File: config.mk
export PLATFORM = sky130hd
export DESIGN_NAME = addr_mode_engine
export DESIGN_NICKNAME = d
export VERILOG_FILES = /design/src/rtl/am_pkg.sv /design/src/rtl/addr_mode_engine.sv
export SDC_FILE = /design/constraint.sdc
export NUM_CORES = 1
export LEC_CHECK = 0
export ABC_AREA = 1
export CAP_MARGIN = 0
export CORE_ASPECT_RATIO = 1.5
export CORE_UTILIZATION = 60
export DETAILED_ROUTE_END_ITERATION = 8
export DONT_BUFFER_PORTS = 1
export PLACE_DENSITY = 0.76
export SETUP_SLACK_MARGIN = 0.15
export SLEW_MARGIN = 15
export SYNTH_ARGS = -nofsm -noshare
export SYNTH_HDL_FRONTEND = slang
export SYNTH_SLANG_ARGS = --single-unit
File: constraint.sdc
create_clock -name clk -period 1.9 [get_ports clk]
set_input_delay 0.19 -clock clk [delete_from_list [all_inputs] [get_ports clk]]
set_output_delay 0.19 -clock clk [all_outputs]
set_load 0.02 [all_outputs]
File: src/rtl/am_pkg.sv
// Shared opcode values and FSM state encoding for the addressing-mode engine.
// No logic lives here; everything is imported by addr_mode_engine.
// The STA opcode is always defined; whether it decodes is decided by AM_STA_EN.
package am_pkg;

  // Operation codes
  localparam logic [3:0] OP_MOV = 4'b1011;
  localparam logic [3:0] OP_MVI = 4'b1100;
  localparam logic [3:0] OP_LDA = 4'b1101;
  localparam logic [3:0] OP_STA = 4'b1110;

  // Engine states
  typedef enum logic [2:0] {
    ST_IDLE = 3'd0,
    ST_IMM  = 3'd1,
    ST_MEM  = 3'd2,
    ST_WB   = 3'd3,
    ST_ERR  = 3'd4
  } state_t;

endpackage

File: src/rtl/addr_mode_engine.sv
// Purpose: decode MOV/MVI/LDA (and STA when AM_STA_EN is defined) into register writebacks and memory/immediate requests.
// Latency: MOV writes back 1 cycle after accept; MVI/LDA take 1 + wait cycles + 1; illegal opcodes pulse err 1 cycle after accept.
// Backpressure: in_ready is high only in IDLE; imm_req/mem_req are held until imm_valid/mem_ack, with no timeout.
module addr_mode_engine
  import am_pkg::*;
#(
  parameter int DATA_W   = 16,
  parameter int RA_W     = 3,
  parameter int ACC_ADDR = 0
) (
  input  logic              clk,
  input  logic              rst,
  input  logic              in_valid,
  output logic              in_ready,
  input  logic [3:0]        opcode,
  input  logic [RA_W-1:0]   op1_regaddr,
  input  logic [DATA_W-1:0] op1_data,
  input  logic [DATA_W-1:0] op2_data,
  input  logic [DATA_W-1:0] acc_data,
  output logic              imm_req,
  input  logic              imm_valid,
  input  logic [DATA_W-1:0] imm_data,
  output logic              mem_req,
  output logic              mem_we,
  output logic [DATA_W-1:0] mem_addr,
  output logic [DATA_W-1:0] mem_wdata,
  input  logic [DATA_W-1:0] mem_rdata,
  input  logic              mem_ack,
  output logic              wb_valid,
  output logic [RA_W-1:0]   wb_regaddr,
  output logic [DATA_W-1:0] wb_data,
  output logic              err
);

  state_t            state;
  // Destination register captured at accept; MVI needs it after op1_regaddr may have changed.
  logic [RA_W-1:0]   rd_q;

`ifdef AM_STA_EN
  // Distinguishes a store from a load while waiting in MEM.
  logic              store_q;
  logic              mem_we_q;
  logic [DATA_W-1:0] mem_wdata_q;

  assign mem_we    = mem_we_q;
  assign mem_wdata = mem_wdata_q;
`else
  // Without stores the write side of the memory port is constant.
  logic unused_acc;

  assign mem_we     = 1'b0;
  assign mem_wdata  = '0;
  assign unused_acc = ^acc_data;
`endif

  // Single FSM: every output is a register updated on the transition into the state that owns it.
  always_ff @(posedge clk) begin
    if (rst) begin
      state      <= ST_IDLE;
      in_ready   <= 1'b1;
      imm_req    <= 1'b0;
      mem_req    <= 1'b0;
      mem_addr   <= '0;
      wb_valid   <= 1'b0;
      wb_regaddr <= '0;
      wb_data    <= '0;
      err        <= 1'b0;
      rd_q       <= '0;
`ifdef AM_STA_EN
      store_q     <= 1'b0;
      mem_we_q    <= 1'b0;
      mem_wdata_q <= '0;
`endif
    end else begin
      // Strobes are single-cycle unless a transition below re-asserts them.
      wb_valid <= 1'b0;
      err      <= 1'b0;

      case (state)
        ST_IDLE: begin
          if (in_valid) begin
            in_ready <= 1'b0;
            rd_q     <= op1_regaddr;
            case (opcode)
              OP_MOV: begin
                // Source data is already on hand, so write back immediately.
                state      <= ST_WB;
                wb_valid   <= 1'b1;
                wb_regaddr <= op1_regaddr;
                wb_data    <= op2_data;
              end
              OP_MVI: begin
                state   <= ST_IMM;
                imm_req <= 1'b1;
              end
              OP_LDA: begin
                state    <= ST_MEM;
                mem_req  <= 1'b1;
                mem_addr <= op1_data;
`ifdef AM_STA_EN
                store_q  <= 1'b0;
                mem_we_q <= 1'b0;
`endif
              end
`ifdef AM_STA_EN
              OP_STA: begin
                state       <= ST_MEM;
                mem_req     <= 1'b1;
                mem_addr    <= op1_data;
                store_q     <= 1'b1;
                mem_we_q    <= 1'b1;
                mem_wdata_q <= acc_data;
              end
`endif
              default: begin
                state <= ST_ERR;
                err   <= 1'b1;
              end
            endcase
          end
        end

        ST_IMM: begin
          // Keep requesting until the immediate word shows up.
          if (imm_valid) begin
            state      <= ST_WB;
            imm_req    <= 1'b0;
            wb_valid   <= 1'b1;
            wb_regaddr <= rd_q;
            wb_data    <= imm_data;
          end
        end

        ST_MEM: begin
          // Request fields stay frozen until the ack.
          if (mem_ack) begin
            mem_req <= 1'b0;
`ifdef AM_STA_EN
            if (store_q) begin
              // Stores have no register result; go straight back to IDLE.
              state    <= ST_IDLE;
              in_ready <= 1'b1;
              mem_we_q <= 1'b0;
            end else begin
              state      <= ST_WB;
              wb_valid   <= 1'b1;
              wb_regaddr <= RA_W'(ACC_ADDR);
              wb_data    <= mem_rdata;
            end
`else
            state      <= ST_WB;
            wb_valid   <= 1'b1;
            wb_regaddr <= RA_W'(ACC_ADDR);
            wb_data    <= mem_rdata;
`endif
          end
        end

        ST_WB: begin
          state    <= ST_IDLE;
          in_ready <= 1'b1;
        end

        ST_ERR: begin
          state    <= ST_IDLE;
          in_ready <= 1'b1;
        end

        default: begin
          state    <= ST_IDLE;
          in_ready <= 1'b1;
          imm_req  <= 1'b0;
          mem_req  <= 1'b0;
        end
      endcase
    end
  end

endmodule
== Word level (Yosys, flattened, before mapping) ==
Index checks and enable logic that the tools add are counted.

* Flip-flop bits (word level): 46
* Input port bits: 92

* Equal/unequal tests: 13
* Muxes and demuxes: 31
* Bitwise gates (word level): 5
* Reductions and logical operators: 14

{| class="wikitable"
|+ Operator list
! operator !! count
|-
| $mux W16 || 4
|-
| $pmux W16 S3 || 1
|-
| $pmux W3 S3 || 3
|-
| $mux W3 || 7
|-
| $eq A4 B4 Y1 const B || 3
|-
| $mux W1 || 12
|-
| $reduce_or A3 Y1 || 4
|-
| $pmux W1 S3 || 3
|-
| $reduce_and A4 Y1 || 2
|-
| $eq A3 B2 Y1 const B || 2
|-
| $ne A2 B1 Y1 const B || 3
|-
| $ne A2 B2 Y1 const B || 3
|-
| $reduce_and A3 Y1 || 2
|-
| $not A1 Y1 || 5
|-
| $reduce_and A5 Y1 || 1
|-
| $reduce_and A2 Y1 || 2
|-
| $eq A3 B1 Y1 const B || 1
|-
| $eq A3 B3 Y1 const B || 1
|-
| $logic_not A3 Y1 || 1
|-
| $reduce_bool A3 Y1 || 1
|-
| $pmux W1 S2 || 1
|-
| $reduce_or A2 Y1 || 1
|}

== Depth between registers and ports, before layout ==
* Depth in word-level cells: 4
* Gate-level depth with buffers: 9
* Gate-level depth less buffers: 8

== Worst setup path after synthesis ==
No wires, ideal clock.

* Path type: register -> register
* Start point: register state[2]
* End point: register mem_addr[10]
* Arrival: 1.145 ns
* Data required time: 1.784 ns
* Setup slack: 0.639 ns
* Stages on the path, launching flop included: 8
* Buffers on the path: 1
* Clock period less this slack: 1.261 ns
* Cells stage by stage: dfxtp_1 -> inv_2 -> nand2_2 -> nor2_4 -> nand2_4 -> buf_6 -> o21ai_0 -> nor2_1

* Word-level cells in the longest chain between the ends: 2

{| class="wikitable"
|+ RTL lines
! item !! line !! source
|-
| start: declaration || addr_mode_engine.sv:35 || <nowiki>state_t state;</nowiki>
|-
| start signal: assignment || addr_mode_engine.sv:59 || <nowiki>state <= ST_IDLE;</nowiki>
|-
| start signal: assignment || addr_mode_engine.sv:87 || <nowiki>state <= ST_WB;</nowiki>
|-
| start signal: assignment || addr_mode_engine.sv:93 || <nowiki>state <= ST_IMM;</nowiki>
|-
| $logic_not A3 Y1 || addr_mode_engine.sv:79 || <nowiki>case (state)</nowiki>
|-
| $reduce_and A3 Y1 (no line) || n/a ||
|-
| end signal: assignment || addr_mode_engine.sv:99 || <nowiki>mem_addr <= op1_data;</nowiki>
|-
| end: declaration || addr_mode_engine.sv:25 || <nowiki>output logic [DATA_W-1:0] mem_addr,</nowiki>
|}

No other way between the ends.
A chain may end at the register's enable or synchronous reset.

== Worst setup path in the final report ==
* Start point: register state[0]
* End point: register wb_data[9]

* Word-level cells in the longest chain between the ends: 3
* Elaborated cells on any way between the ends: 10
* Classes of those cells: eq/ne: 6; mux: 1; reduce/logical: 3

{| class="wikitable"
|+ RTL lines
! item !! line !! source
|-
| $eq A3 B2 Y1, or another cell as far along || addr_mode_engine.sv:79 ||
|-
| $ne A2 B2 Y1 (no line), or another cell as far along || n/a ||
|-
| $reduce_and A5 Y1 (no line) || n/a ||
|-
| end signal: assignment || addr_mode_engine.sv:90 || <nowiki>wb_data <= op2_data;</nowiki>
|-
| end signal: assignment || addr_mode_engine.sv:130 || <nowiki>wb_data <= imm_data;</nowiki>
|-
| end signal: assignment || addr_mode_engine.sv:154 || <nowiki>wb_data <= mem_rdata;</nowiki>
|-
| end: declaration || addr_mode_engine.sv:31 || <nowiki>output logic [DATA_W-1:0] wb_data,</nowiki>
|}

Several ways; a longest one is shown, not always the timed one.

==> results.sh <==
export IMPL_setup_viol=0
export IMPL_drt_initial_drc_count=57
export IMPL_placedCellCount=431
export IMPL_critPathRequiredTime_ns=2.15
export IMPL_syn_area_um2=2590
export IMPL_ios=149
export IMPL_drive_gt1_share_pct=10.4
export IMPL_pwr_share_comb_pct=22.1
export IMPL_ys_warn_count=0
export IMPL_slew_viol_final=0
export IMPL_avgViaCountPerCell=5.33
export IMPL_power_density_nw_per_um2=879
export IMPL_grt_pass1_vias=2067
export IMPL_post_drt_wl_per_cell_um=12.8
export IMPL_syn2layout_area_growth_pct=1.64
export IMPL_cts_max_level=2
export IMPL_power_leakage_nw=1.26
export IMPL_die_area_um2=4590
export IMPL_cts_root_buf="clkbuf_8"
export IMPL_gp_congestion=0.850
export IMPL_grtUsageTotal_pct=24.5
export IMPL_outcome="completed"
export IMPL_grt_pass1_wl_um=8900
export IMPL_cts_sinks=46
export IMPL_ys_types=25
export IMPL_route_detailed_drc=0
export IMPL_ys_seq_area_share_pct=35.6
export IMPL_cp_arrival_ns=1.73
export IMPL_fin_cells=440
export IMPL_die_height_um=82.4
export IMPL_grt_max_degree=20
export IMPL_p_int_mw=1.50
export IMPL_port_buffers=0
export IMPL_avgSynthCellArea_um2=6.59
export IMPL_fill_cells=396
export IMPL_placementRows=28
export IMPL_drt_pass1_iterations=4
export IMPL_cts_buffers=5
export IMPL_max_cap_violations=0
export IMPL_dpl_hpwl_um=4220
export IMPL_net_switching_power_mw=0.815
export IMPL_tritoncts="built"
export IMPL_netlist_instances=393
export IMPL_vias=2343
export IMPL_ant_nets=0
export IMPL_cp_startpoint="state[0]$_SDFFE_PP0P_"
export IMPL_die_w_um=55.6
export IMPL_antenna_found_initial=0
export IMPL_clkTransAtPathRegs_ns=0.09
export IMPL_fin_crit_sh_pct=78.0
export IMPL_mostFrequentLayoutCells="nor2_1 (86), nand2_1 (81), dfxtp_1 (46)"
export IMPL_fin_ws_ns=0.417
export IMPL_core_um2=4030
export IMPL_power_share_switching_pct=35.2
export IMPL_grt_setup_unrepaired="no"
export IMPL_multi_input_area_um2=1310
export IMPL_clk_latency_ns=0.30
export IMPL_worstPathMaxFanout=11
export IMPL_rrSetupSlack_ns=0.42
export IMPL_fin_setup_tns_ns=0
export IMPL_pwr_share_clk_pct=27.0
export IMPL_pwr_share_seq_pct=50.9
export IMPL_synth_seq_cells=46
export IMPL_grt_remaining_overflow=0
export IMPL_worst_setup_path_start_kind="flop"
export IMPL_min_delay_start="op1_data[8]"
export IMPL_max_freq_ghz=0.674
export IMPL_reg2reg_from="state[0]$_SDFFE_PP0P_"
export IMPL_start_util_pct=64.3
export IMPL_final_nets=486
export IMPL_hold_path_class="in2reg"
export IMPL_antennaDiodeCount=0
export IMPL_regArea_um2=921
export IMPL_post_place_ws_ns=0.422
export IMPL_path_class="reg2reg"
export IMPL_min_period_ns=1.48
export IMPL_fin_skew_ns=0.00238
export IMPL_crit_path_end_kind="flop"
export IMPL_ir_worst_vdd_v=0.000772
export IMPL_wl_um=5630
export IMPL_cts_buffer_depth=2
export IMPL_cts_resized=0
export IMPL_hold_viol=0
export IMPL_layout_commonest_cell="nor2_1"
sequential cells by signal (all words and copies together) (netlist names):
signal,cells
rd_q,3
wb_regaddr,3
imm_req,1
wb_valid,1
wb_data,16
mem_addr,16
mem_req,1
state,3
in_ready,1
err,1
final timing paths:
kind              depth (start not counted)                       end
setup / recovery                          7   wb_data[9]$_SDFFE_PP0P_
hold reg to reg                           2      rd_q[1]$_SDFFE_PP0N_
hold / removal                            2  mem_addr[8]$_SDFFE_PP0P_
setup reg to reg                          7   wb_data[9]$_SDFFE_PP0P_
power groups by stage:
| stage | registers [mW] | clock network (mW) | logic (mW) |
|---|---|---|---|
| floorplan | 1.19 | 0 | 0.460 |
| global placement | 1.20 | 0 | 0.499 |
| detailed placement | 1.20 | 0 | 0.507 |
| CTS | 1.18 | 0.640 | 0.513 |
| global route | 1.19 | 0.670 | 0.590 |
| finish | 1.18 | 0.625 | 0.511 |
per-stage QoR:
stage	power, mW	hold slack (ns)	utilization (%)	cell area (um2)
global route	2.45	0.0436	65.3	2630
finish	2.31	0.0477	65.3	2630
floorplan	1.65	0.262	-	2650
global placement	1.70	0.265	62.7	2530
detailed placement	1.71	0.270	62.7	2530
CTS	2.33	0.0429	65.3	2630
worst max-delay path: stages, from the launching register on:
cell and delay, ns:
dfxtp_1 0.47, inv_2 0.12, nand4_1 0.23, nand2_1 0.09, nor2_1 0.14, buf_4 0.21
nor2_1 0.07, nor2_2 0.09
what timing repair did:
item,4_1_cts,5_1_grt
buffers inserted,0,0
endpoints found under the hold margin,3,0
hold buffers,1,0
endpoints found under the setup margin,0,0
synth_stat cells:
master | count | share of area (%)
nor2_1 | 86 | 12
o211ai_1 | 1 | 0.29
buf_2 | 7 | 1.4
nor4_1 | 2 | 0.48
o21ai_0 | 19 | 3.7
buf_4 | 22 | 6.4
nand3_1 | 43 | 8.3
inv_4 | 1 | 0.24
buf_8 | 2 | 1.2
nor3_1 | 1 | 0.19
a21oi_1 | 1 | 0.19
nor2_2 | 6 | 1.5
inv_1 | 32 | 4.6
nand2_4 | 2 | 0.87
nand3_2 | 1 | 0.39
nand4_1 | 23 | 5.6
nand2_1 | 81 | 12
nand3b_1 | 1 | 0.29
nand2_2 | 4 | 0.97
inv_2 | 2 | 0.29
buf_6 | 4 | 1.7
dfxtp_1 | 46 | 36
clkbuf_1 | 2 | 0.29
nor2_4 | 3 | 1.3
conb_1 | 1 | 0.14
area by class of cell:
type | count | share of cell area [%]
Timing Repair Buffer | 15 | 4.37
Clock inverter | 3 | 0.951
Clock buffer | 5 | 2.62
Multi-Input combinational cell | 291 | 49.8
Inverter | 35 | 5.09
Sequential cell | 46 | 35.0
Tap cell | 45 | 2.14
kinds of logic after synthesis:
family	synth area share, %
simple gates	44.0
buf+inv	16.1
flops	35.6
compound gates	4.16
other cells	0.145
layer usage:
metal	global-route usage, %	up-vias	wire length [um]
met2	46.1	88	2950
met4	10.3	0	101
met1	25.9	1033	2180
li1	-	1213	-
met5	0	-	0
met3	6.39	9	400
(Power assumes the default switching activity.)
